$ cat src/rtl/crosshair_pos_ctrl.sv
// Frame-synchronous crosshair position controller: samples the buttons on each
// frame_start pulse and moves a clamped coordinate pair, accelerating after a hold.
module crosshair_pos_ctrl #(
    parameter int X_MIN       = 144,
    parameter int X_MAX       = 783,
    parameter int Y_MIN       = 35,
    parameter int Y_MAX       = 514,
    parameter int X_CENTER    = 463,
    parameter int Y_CENTER    = 274,
    parameter int STEP        = 1,
    parameter int FAST_STEP   = 4,
    parameter int HOLD_FRAMES = 30
) (
    input  logic       clk,
    input  logic       rst,
    input  logic       frame_start,
    input  logic       btn_up,
    input  logic       btn_down,
    input  logic       btn_left,
    input  logic       btn_right,
    input  logic       btn_center,
    output logic [9:0] cross_x,
    output logic [9:0] cross_y,
    output logic       pos_updated,
    output logic       fast_mode
);
    // state | meaning
    // IDLE  | no direction held on the last evaluated frame
    // SLOW  | direction held, moving by STEP, counting held frames
    // FAST  | held for more than HOLD_FRAMES frames, moving by FAST_STEP
    typedef enum logic [1:0] {IDLE, SLOW, FAST} state_t;

    localparam int CNT_W = $clog2(HOLD_FRAMES + 1);

    localparam logic [10:0]      X_MIN_L  = 11'(X_MIN);
    localparam logic [10:0]      X_MAX_L  = 11'(X_MAX);
    localparam logic [10:0]      Y_MIN_L  = 11'(Y_MIN);
    localparam logic [10:0]      Y_MAX_L  = 11'(Y_MAX);
    localparam logic [10:0]      STEP_L   = 11'(STEP);
    localparam logic [10:0]      FSTEP_L  = 11'(FAST_STEP);
    localparam logic [9:0]       X_CTR_L  = 10'(X_CENTER);
    localparam logic [9:0]       Y_CTR_L  = 10'(Y_CENTER);
    localparam logic [CNT_W-1:0] HOLD_L   = CNT_W'(HOLD_FRAMES);

    state_t             state;
    logic [CNT_W-1:0]   hold_cnt;
    logic               held;
    logic               go_fast;
    logic [10:0]        step;
    logic [9:0]         next_x;
    logic [9:0]         next_y;

    // Arithmetic is done one bit wider so pos+step can never wrap before the clamp.
    function automatic logic [9:0] move_axis(input logic [9:0]  pos,
                                             input logic        inc,
                                             input logic        dec,
                                             input logic [10:0] stp,
                                             input logic [10:0] lo,
                                             input logic [10:0] hi);
        logic [10:0] p;
        logic [10:0] sum;
        logic [10:0] diff;
        p    = {1'b0, pos};
        sum  = p + stp;
        diff = p - stp;
        if (inc)
            return (sum > hi) ? hi[9:0] : sum[9:0];
        if (dec)
            return (p < lo + stp) ? lo[9:0] : diff[9:0];
        return pos;
    endfunction

    always_comb begin
        held    = (btn_right ^ btn_left) | (btn_down ^ btn_up);
        go_fast = (state == FAST) || (state == SLOW && hold_cnt >= HOLD_L);
        step    = go_fast ? FSTEP_L : STEP_L;
        next_x  = move_axis(cross_x, btn_right & ~btn_left, btn_left & ~btn_right,
                            step, X_MIN_L, X_MAX_L);
        next_y  = move_axis(cross_y, btn_down & ~btn_up, btn_up & ~btn_down,
                            step, Y_MIN_L, Y_MAX_L);
    end

    always_ff @(posedge clk) begin
        if (rst) begin
            cross_x     <= X_CTR_L;
            cross_y     <= Y_CTR_L;
            state       <= IDLE;
            hold_cnt    <= '0;
            pos_updated <= 1'b0;
            fast_mode   <= 1'b0;
        end else begin
            pos_updated <= 1'b0;
            if (frame_start) begin
                if (btn_center) begin
                    cross_x     <= X_CTR_L;
                    cross_y     <= Y_CTR_L;
                    pos_updated <= (cross_x != X_CTR_L) || (cross_y != Y_CTR_L);
                    state       <= IDLE;
                    hold_cnt    <= '0;
                    fast_mode   <= 1'b0;
                end else if (!held) begin
                    state     <= IDLE;
                    hold_cnt  <= '0;
                    fast_mode <= 1'b0;
                end else begin
                    cross_x     <= next_x;
                    cross_y     <= next_y;
                    pos_updated <= (next_x != cross_x) || (next_y != cross_y);
                    if (state == IDLE) begin
                        state     <= SLOW;
                        hold_cnt  <= CNT_W'(1);
                        fast_mode <= 1'b0;
                    end else if (go_fast) begin
                        state     <= FAST;
                        fast_mode <= 1'b1;
                    end else begin
                        hold_cnt  <= hold_cnt + 1'b1;
                        fast_mode <= 1'b0;
                    end
                end
            end
        end
    end
endmodule

$ cat config.mk
export PLATFORM = sky130hd
export DESIGN_NAME = crosshair_pos_ctrl
export DESIGN_NICKNAME = d
export VERILOG_FILES = /design/src/rtl/crosshair_pos_ctrl.sv
export SDC_FILE = /design/constraint.sdc
export NUM_CORES = 1
export LEC_CHECK = 0
export CAP_MARGIN = 20
export CORE_UTILIZATION = 55
export DETAILED_ROUTE_END_ITERATION = 16
export GPL_TIMING_DRIVEN = 1
export PLACE_DENSITY = 0.81
export REMOVE_ABC_BUFFERS = 1
export SETUP_SLACK_MARGIN = 0.1
export SLEW_MARGIN = 10
export SYNTH_ARGS = -nofsm -noshare
export SYNTH_HDL_FRONTEND = slang
export SYNTH_SLANG_ARGS = --single-unit
$ cat constraint.sdc
create_clock -name clk -period 4.95 [get_ports clk]
set_input_delay 0.7425 -clock clk [delete_from_list [all_inputs] [get_ports clk]]
set_output_delay 0.7425 -clock clk [all_outputs]
set_load 0.01 [all_outputs]
==> impl_metrics.csv, run 1 <==
group,metric,value,unit
outcome,status,"finished clean",
worst_hold_path,hold_start,"hold_cnt[4]",
worst_setup_path,cp_slowest_cell,"mux2i_1",
cells_and_area,nNetsFinal,505,
global_routing,track_usage,0.372,
timing,maxSlewHeadroom,0.263,
clock_network,cts_htree_levels,2,
clock_network,postCtsSetupBuffers,0,
floorplanning,fp.dieArea,6360,um^2
floorplanning,num_io_pins,30,
clock_network,numCtsBuffers,5,
yosys,synth_cells,461,
worst_hold_path,hp-class,"flip-flop to flip-flop",
yosys,yosysSeqAreaShare,0.175,
placed_design,port_buffers,29,
clock_network,postCtsHoldBufs,0,
worst_setup_path,criticalPathCategory,"flip-flop to flip-flop",
timing,hold_viol,0,
detailed_routing,post-route-drc-count,0,
global_routing,grtUsageMet2,0.611,
worst_setup_path,start_kind,"flip-flop",
worst_hold_path,holdPathEnd,"hold_cnt[4]",
yosys,synth_warnings,0,
worst_setup_path,crit_fanout,11,
cells_and_area,final_common_cell,"nor2_1",
pwr,p_per_area,199,nW/um^2
yosys,ys_ff_latch,29,
pwr,leakage,1.39,nW
cells_and_area,num-fill-cells,542,
worst_setup_path,max_stage_delay,510,ps
detailed_routing,wl_per_cell,21.2,um
clock_network,clockBufferDepth,2,
placed_design,gp_congestion,1.00,
timing,skew,10.1,ps
floorplanning,start_util,0.586,
worst_setup_path,reg2reg_slack,770,ps
detailed_routing,vias,3854,
timing,max_freq,0.239,GHz
global_routing,grt_pass1_vias,3558,
clock_network,clock_latency,300,ps
floorplanning,rows,27,
pwr,irDropWorstVdd,0.000124,V
detailed_routing,routed_via_density,7.05,
timing,timing.final.crit_share,0.845,
cells_and_area,area_delta_synth_final,12.2,%
detailed_routing,wl,11600,um
detailed_routing,drt_iter0_drc,382,
timing,tightestPinTransition,1100,ps
clock_network,path_clk_slew,70,ps
clock_network,tritoncts,"yes",
yosys,ys.flop_type,"dfxtp_1",
worst_setup_path,cp_num_buf_inv,3,
global_routing,antenna_found_initial,0,
timing,period_minus_slack,4180,ps
yosys,synth_cell_types,74,
cells_and_area,stdcell_area,3730,um^2
global_routing,use_met1,0.472,
worst_setup_path,r2r-start,"hold_cnt[0]",
clock_network,cts_resized,0,
cells_and_area,n_antenna_cell,0,
floorplanning,core,5680,um^2
detailed_routing,ant_nets,0,
job,max_cap_violations,0,
timing,setup_tns,0,ps
worst_setup_path,crit_family,"compound AO/OA/AOI/OAI gates",
floorplanning,fp.dieH,79.8,um
timing,rsz0062_at_grt,"no",
clock_network,cts.sinks,29,
yosys,async_reset_ff_frac,0,
global_routing,grt_max_degree,28,
floorplanning,die_w,79.8,um
timing,setup_viol,0,
global_routing,grt.overflow.total,0,
global_routing,busiest_layer,"met2",
worst_setup_path,arrival,4350,ps
worst_setup_path,path_cells,"inv_1, ha_1, o21ai_0, nand2_1, o21ai_0, inv_1, ha_1, a31oi_1, buf_4, nor3_2, mux2i_1, o31a_1, mux2i_1, nor4_1, and4b_1, a31oi_1",
cells_and_area,mostFrequentLayoutCells,"nor2_1, nand2_1, a21oi_1",
worst_setup_path,required,5120,ps
yosys,netlist_area,3330,um^2
placed_design,postPlaceCellArea,3620,um^2
detailed_routing,drtPass1Iterations,5,
worst_setup_path,reg2reg_to,"pos_updated",
placed_design,place.detailed.hpwl,8310,um
cells_and_area,drive_gt1_frac,0.0716,
yosys,avgSynthCellArea,7.22,um^2
yosys,synth-edff-count,0,
worst_setup_path,critPathCaptureType,"flip-flop",
worst_setup_path,ff2ff_path_depth,16,
clock_network,cts_root_buffer,"clkbuf_8",
timing,slew_violations,0,
global_routing,gr-usage-met3,0.0594,
worst_hold_path,hold_depth,2,
global_routing,grt_pass1_wl,18200,um
[synthesized netlist by cell type (4+ instances only)]
| cell | number | area share |
|---|---|---|
| nand2_1 | 37 | 0.042 |
| inv_1 | 20 | 0.023 |
| a22oi_1 | 8 | 0.018 |
| a2bb2oi_1 | 4 | 0.011 |
| clkbuf_1 | 17 | 0.019 |
| nand4_1 | 5 | 0.0094 |
| xor2_1 | 5 | 0.013 |
| o21ai_0 | 29 | 0.044 |
| a21o_1 | 5 | 0.011 |
| nor3_1 | 15 | 0.023 |
| or3_1 | 9 | 0.017 |
| o21a_1 | 5 | 0.011 |
| and3_1 | 6 | 0.011 |
| o211ai_1 | 11 | 0.025 |
| a31oi_1 | 15 | 0.028 |
| mux2i_1 | 4 | 0.012 |
| a211o_1 | 4 | 0.011 |
| nor2_1 | 40 | 0.045 |
| or2_2 | 4 | 0.0075 |
| dfxtp_1 | 29 | 0.17 |
| nand2b_1 | 10 | 0.019 |
| a21oi_1 | 32 | 0.048 |
| o22ai_1 | 7 | 0.013 |
| nor4_1 | 6 | 0.011 |
| buf_2 | 8 | 0.012 |
| nor2b_1 | 7 | 0.013 |
| o2111ai_1 | 4 | 0.011 |
| ha_1 | 23 | 0.086 |
| nand3_1 | 21 | 0.032 |
| xnor2_1 | 11 | 0.029 |
[registers in the layout, summed over array words and instances (netlist names)]
signal and flops:
pos_updated 1, cross_x 10, state 2, cross_y 10, fast_mode 1, hold_cnt 5
[metal layers]
metal | vias up | wire length [um] | part of all wire
met1 | 1781 | 4640 | 0.40
met2 | 267 | 5320 | 0.46
met4 | 0 | 463 | 0.040
met3 | 49 | 1150 | 0.099
met5 | - | 0 | 0
li1 | 1757 | - | -
[per-stage QoR]
stage	worst slack, ps	hold slack, ps	total power, W	cells	util
6_report	768	528	0.000742	547	0.658
5_1_grt	385	554	0.000770	547	0.658
4_1_cts	846	526	0.000737	547	0.658
3_5_place_dp	850	504	0.000475	539	0.638
3_3_place_gp	1040	468	0.000472	539	0.638
2_1_floorplan	964	472	0.000401	431	-
[where the power goes]
group / internal (W) / switching, W
logic: 0.0000895 / 0.000134
clock network: 0.000151 / 0.000112
registers: 0.000239 / 0.0000160
[worst register-to-register path, cell delays in order (launching register included)]
cell and delay (ps):
dfxtp_1 400, inv_1 60, ha_1 210, o21ai_0 220, nand2_1 100, o21ai_0 110, inv_1 200, ha_1 390
a31oi_1 100, buf_4 190, nor3_2 310, mux2i_1 510, o31a_1 510, mux2i_1 150, nor4_1 270, and4b_1 240
a31oi_1 80
[how the worst max path moves through the flow]
| stage | cells past startpoint | endpoint | start | slack, ps |
|---|---|---|---|---|
| 2_1_floorplan | 15 | pos_updated | hold_cnt[0] | 960 |
| 3_3_place_gp | 16 | pos_updated | hold_cnt[0] | 1040 |
| 3_5_place_dp | 16 | pos_updated | hold_cnt[0] | 850 |
| 4_1_cts | 16 | pos_updated | hold_cnt[0] | 850 |
| 5_1_grt | 16 | pos_updated | hold_cnt[0] | 380 |
| 6_report | 16 | pos_updated | hold_cnt[0] | 770 |
[logic make-up after synthesis]
kind of cell	count (synthesis)	synth area share
AO/OA/AOI/OAI	163	0.349
XOR/XNOR	16	0.0421
adder cells (fa/ha/maj)	23	0.0865
buffers and inverters	51	0.0662
flip-flops	29	0.175
multiplexers	4	0.0120
AND/OR/NAND/NOR	175	0.269
[final cells by class]
type | count | area, um^2 | share of cell area
clock buffers | 5 | 68.8 | 0.0184
clock inverters | 3 | 46.3 | 0.0124
inverters | 21 | 78.8 | 0.0211
multi-input cells | 381 | 2530 | 0.677
flip-flops and latches | 29 | 581 | 0.155
well taps | 72 | 90.1 | 0.0241
repair buffers | 36 | 343 | 0.0918
Note: power is estimated with default switching activity, not from simulation.
==> inputs of run 2 (changes only) <==
Clock period 4.95 ns to 4.3 ns, I/O delays scaled along.
==> impl_metrics.csv, run 2 (synthesis gave the netlist of run 1 again) <==
group,metric,value,unit
outcome,status,"finished clean",
clock_network,clock_latency,290,ps
worst_setup_path,start_kind,"flip-flop",
floorplanning,start_util,0.586,
cells_and_area,n_antenna_cell,0,
clock_network,cts_resized,0,
detailed_routing,wl_per_cell,20.5,um
clock_network,postCtsHoldBufs,0,
clock_network,numCtsBuffers,5,
worst_hold_path,hp-class,"flip-flop to flip-flop",
worst_setup_path,path_common_cell,"ha_1",
detailed_routing,routed_via_density,6.99,
worst_setup_path,cp_slowest_cell,"o32ai_4",
cells_and_area,final_common_cell,"nor2_1",
timing,setup_tns,0,ps
job,max_cap_violations,0,
worst_setup_path,cp_num_buf_inv,2,
global_routing,grt.overflow.total,0,
worst_setup_path,crit_family,"compound AO/OA/AOI/OAI gates",
pwr,p_per_area,226,nW/um^2
clock_network,postCtsSetupBuffers,0,
cells_and_area,area_delta_synth_final,13.4,%
placed_design,place.detailed.hpwl,8370,um
detailed_routing,vias,3854,
global_routing,grt_pass1_vias,3571,
worst_setup_path,crit_fanout,9,
worst_setup_path,criticalPathCategory,"flip-flop to flip-flop",
timing,rsz0062_at_grt,"no",
cells_and_area,reg_top3,"cross_x (10), cross_y (10), hold_cnt (5)",
global_routing,antenna_found_initial,0,
worst_setup_path,path_cells,"inv_1, ha_1, o21ai_0, nand2_1, o21ai_0, buf_4, ha_1, ha_1, a21o_2, a31oi_1, o211a_1, o32ai_4, nand2_2, nor2_1, nor3_1, nor4_1, a31oi_1",
global_routing,grt_max_degree,19,
cells_and_area,fin_cells,551,
global_routing,grt_pass1_wl,18000,um
timing,tightestPinTransition,665,ps
placed_design,dpl.cell_count,543,
worst_setup_path,max_stage_delay,480,ps
detailed_routing,drtPass1Iterations,7,
cells_and_area,drive_gt1_frac,0.0856,
cells_and_area,nNetsFinal,509,
floorplanning,core,5680,um^2
floorplanning,die_w,79.8,um
timing,period_minus_slack,3930,ps
worst_setup_path,critPathCaptureType,"flip-flop",
worst_setup_path,arrival,4100,ps
detailed_routing,wl,11300,um
floorplanning,num_io_pins,30,
detailed_routing,drt_iter0_drc,420,
detailed_routing,post-route-drc-count,0,
timing,skew,13.4,ps
placed_design,gp_congestion,1.04,
clock_network,path_clk_slew,70,ps
detailed_routing,ant_nets,0,
clock_network,cts_root_buffer,"clkbuf_8",
floorplanning,fp.dieArea,6360,um^2
pwr,power,0.000852,W
pwr,leakage,1.41,nW
timing,timing.final.crit_share,0.915,
timing,maxSlewHeadroom,0.556,
timing,hold_viol,0,
clock_network,tritoncts,"yes",
cells_and_area,mostFrequentLayoutCells,"nor2_1, nand2_1, a21oi_1",
timing,max_freq,0.254,GHz
global_routing,track_usage,0.368,
floorplanning,fp.dieH,79.8,um
clock_network,cts.sinks,29,
clock_network,cts_htree_levels,2,
clock_network,clockBufferDepth,2,
floorplanning,rows,27,
timing,setup_viol,0,
placed_design,port_buffers,29,
worst_setup_path,required,4470,ps
pwr,irDropWorstVdd,0.000162,V
timing,slew_violations,0,
run 2: cell types whose count changed in the layout (fill, tap and decap cells not counted):
cell,before,now
nor4b_2,0,1
nand2_1,37,36
a21o_1,5,4
buf_4,7,11
nor4b_1,1,0
a21o_2,0,1
nand2_2,0,1
run 2: worst register-to-register path: stages (launching register included):
cell and delay (ps):
dfxtp_1 410, inv_1 70, ha_1 210, o21ai_0 220, nand2_1 100, o21ai_0 110, buf_4 240, ha_1 260
ha_1 240, a21o_2 250, a31oi_1 70, o211a_1 280, o32ai_4 480, nand2_2 220, nor2_1 200, nor3_1 90
nor4_1 250, a31oi_1 110
run 2: area by class of cell:
type | instances | area (um^2)
Fill cell | 534 | 1900
Sequential cell | 29 | 581
Clock inverter | 3 | 46.3
Timing Repair Buffer | 40 | 373
Clock buffer | 5 | 68.8
Multi-Input combinational cell | 381 | 2540
Tap cell | 72 | 90.1
Inverter | 21 | 78.8
run 2: where the power goes:
part	total, W	internal (W)	switching, W
logic	0.000258	0.000106	0.000153
registers	0.000293	0.000275	0.0000178
clock network	0.000300	0.000173	0.000127
run 2: path summary, 6_finish.rpt:
check	slack [ps]	startpoint	cells past startpoint	to
worst max-delay path	370	hold_cnt[0]	17	pos_updated
worst min-delay path	510	fast_mode	2	fast_mode
worst min register to register	510	fast_mode	2	fast_mode
worst max register to register	370	hold_cnt[0]	17	pos_updated
run 2: metrics by stage:
stage / cell area, um^2 / setup WS (ps) / util / hold slack (ps)
finish: 3770 / 365 / 0.665 / 506
CTS: 3760 / 252 / 0.663 / 507
global route: 3770 / 106 / 0.665 / 532
floorplan: 3190 / 314 / - / 472
global placement: 3650 / 423 / 0.643 / 469
detailed placement: 3650 / 281 / 0.643 / 489
run 2: per-layer routing:
| layer | GRT usage | wire [um] |
|---|---|---|
| met1 | 0.462 | 4680 |
| met5 | 0 | 0 |
| met4 | 0.198 | 613 |
| met2 | 0.591 | 4960 |
| met3 | 0.0686 | 1060 |
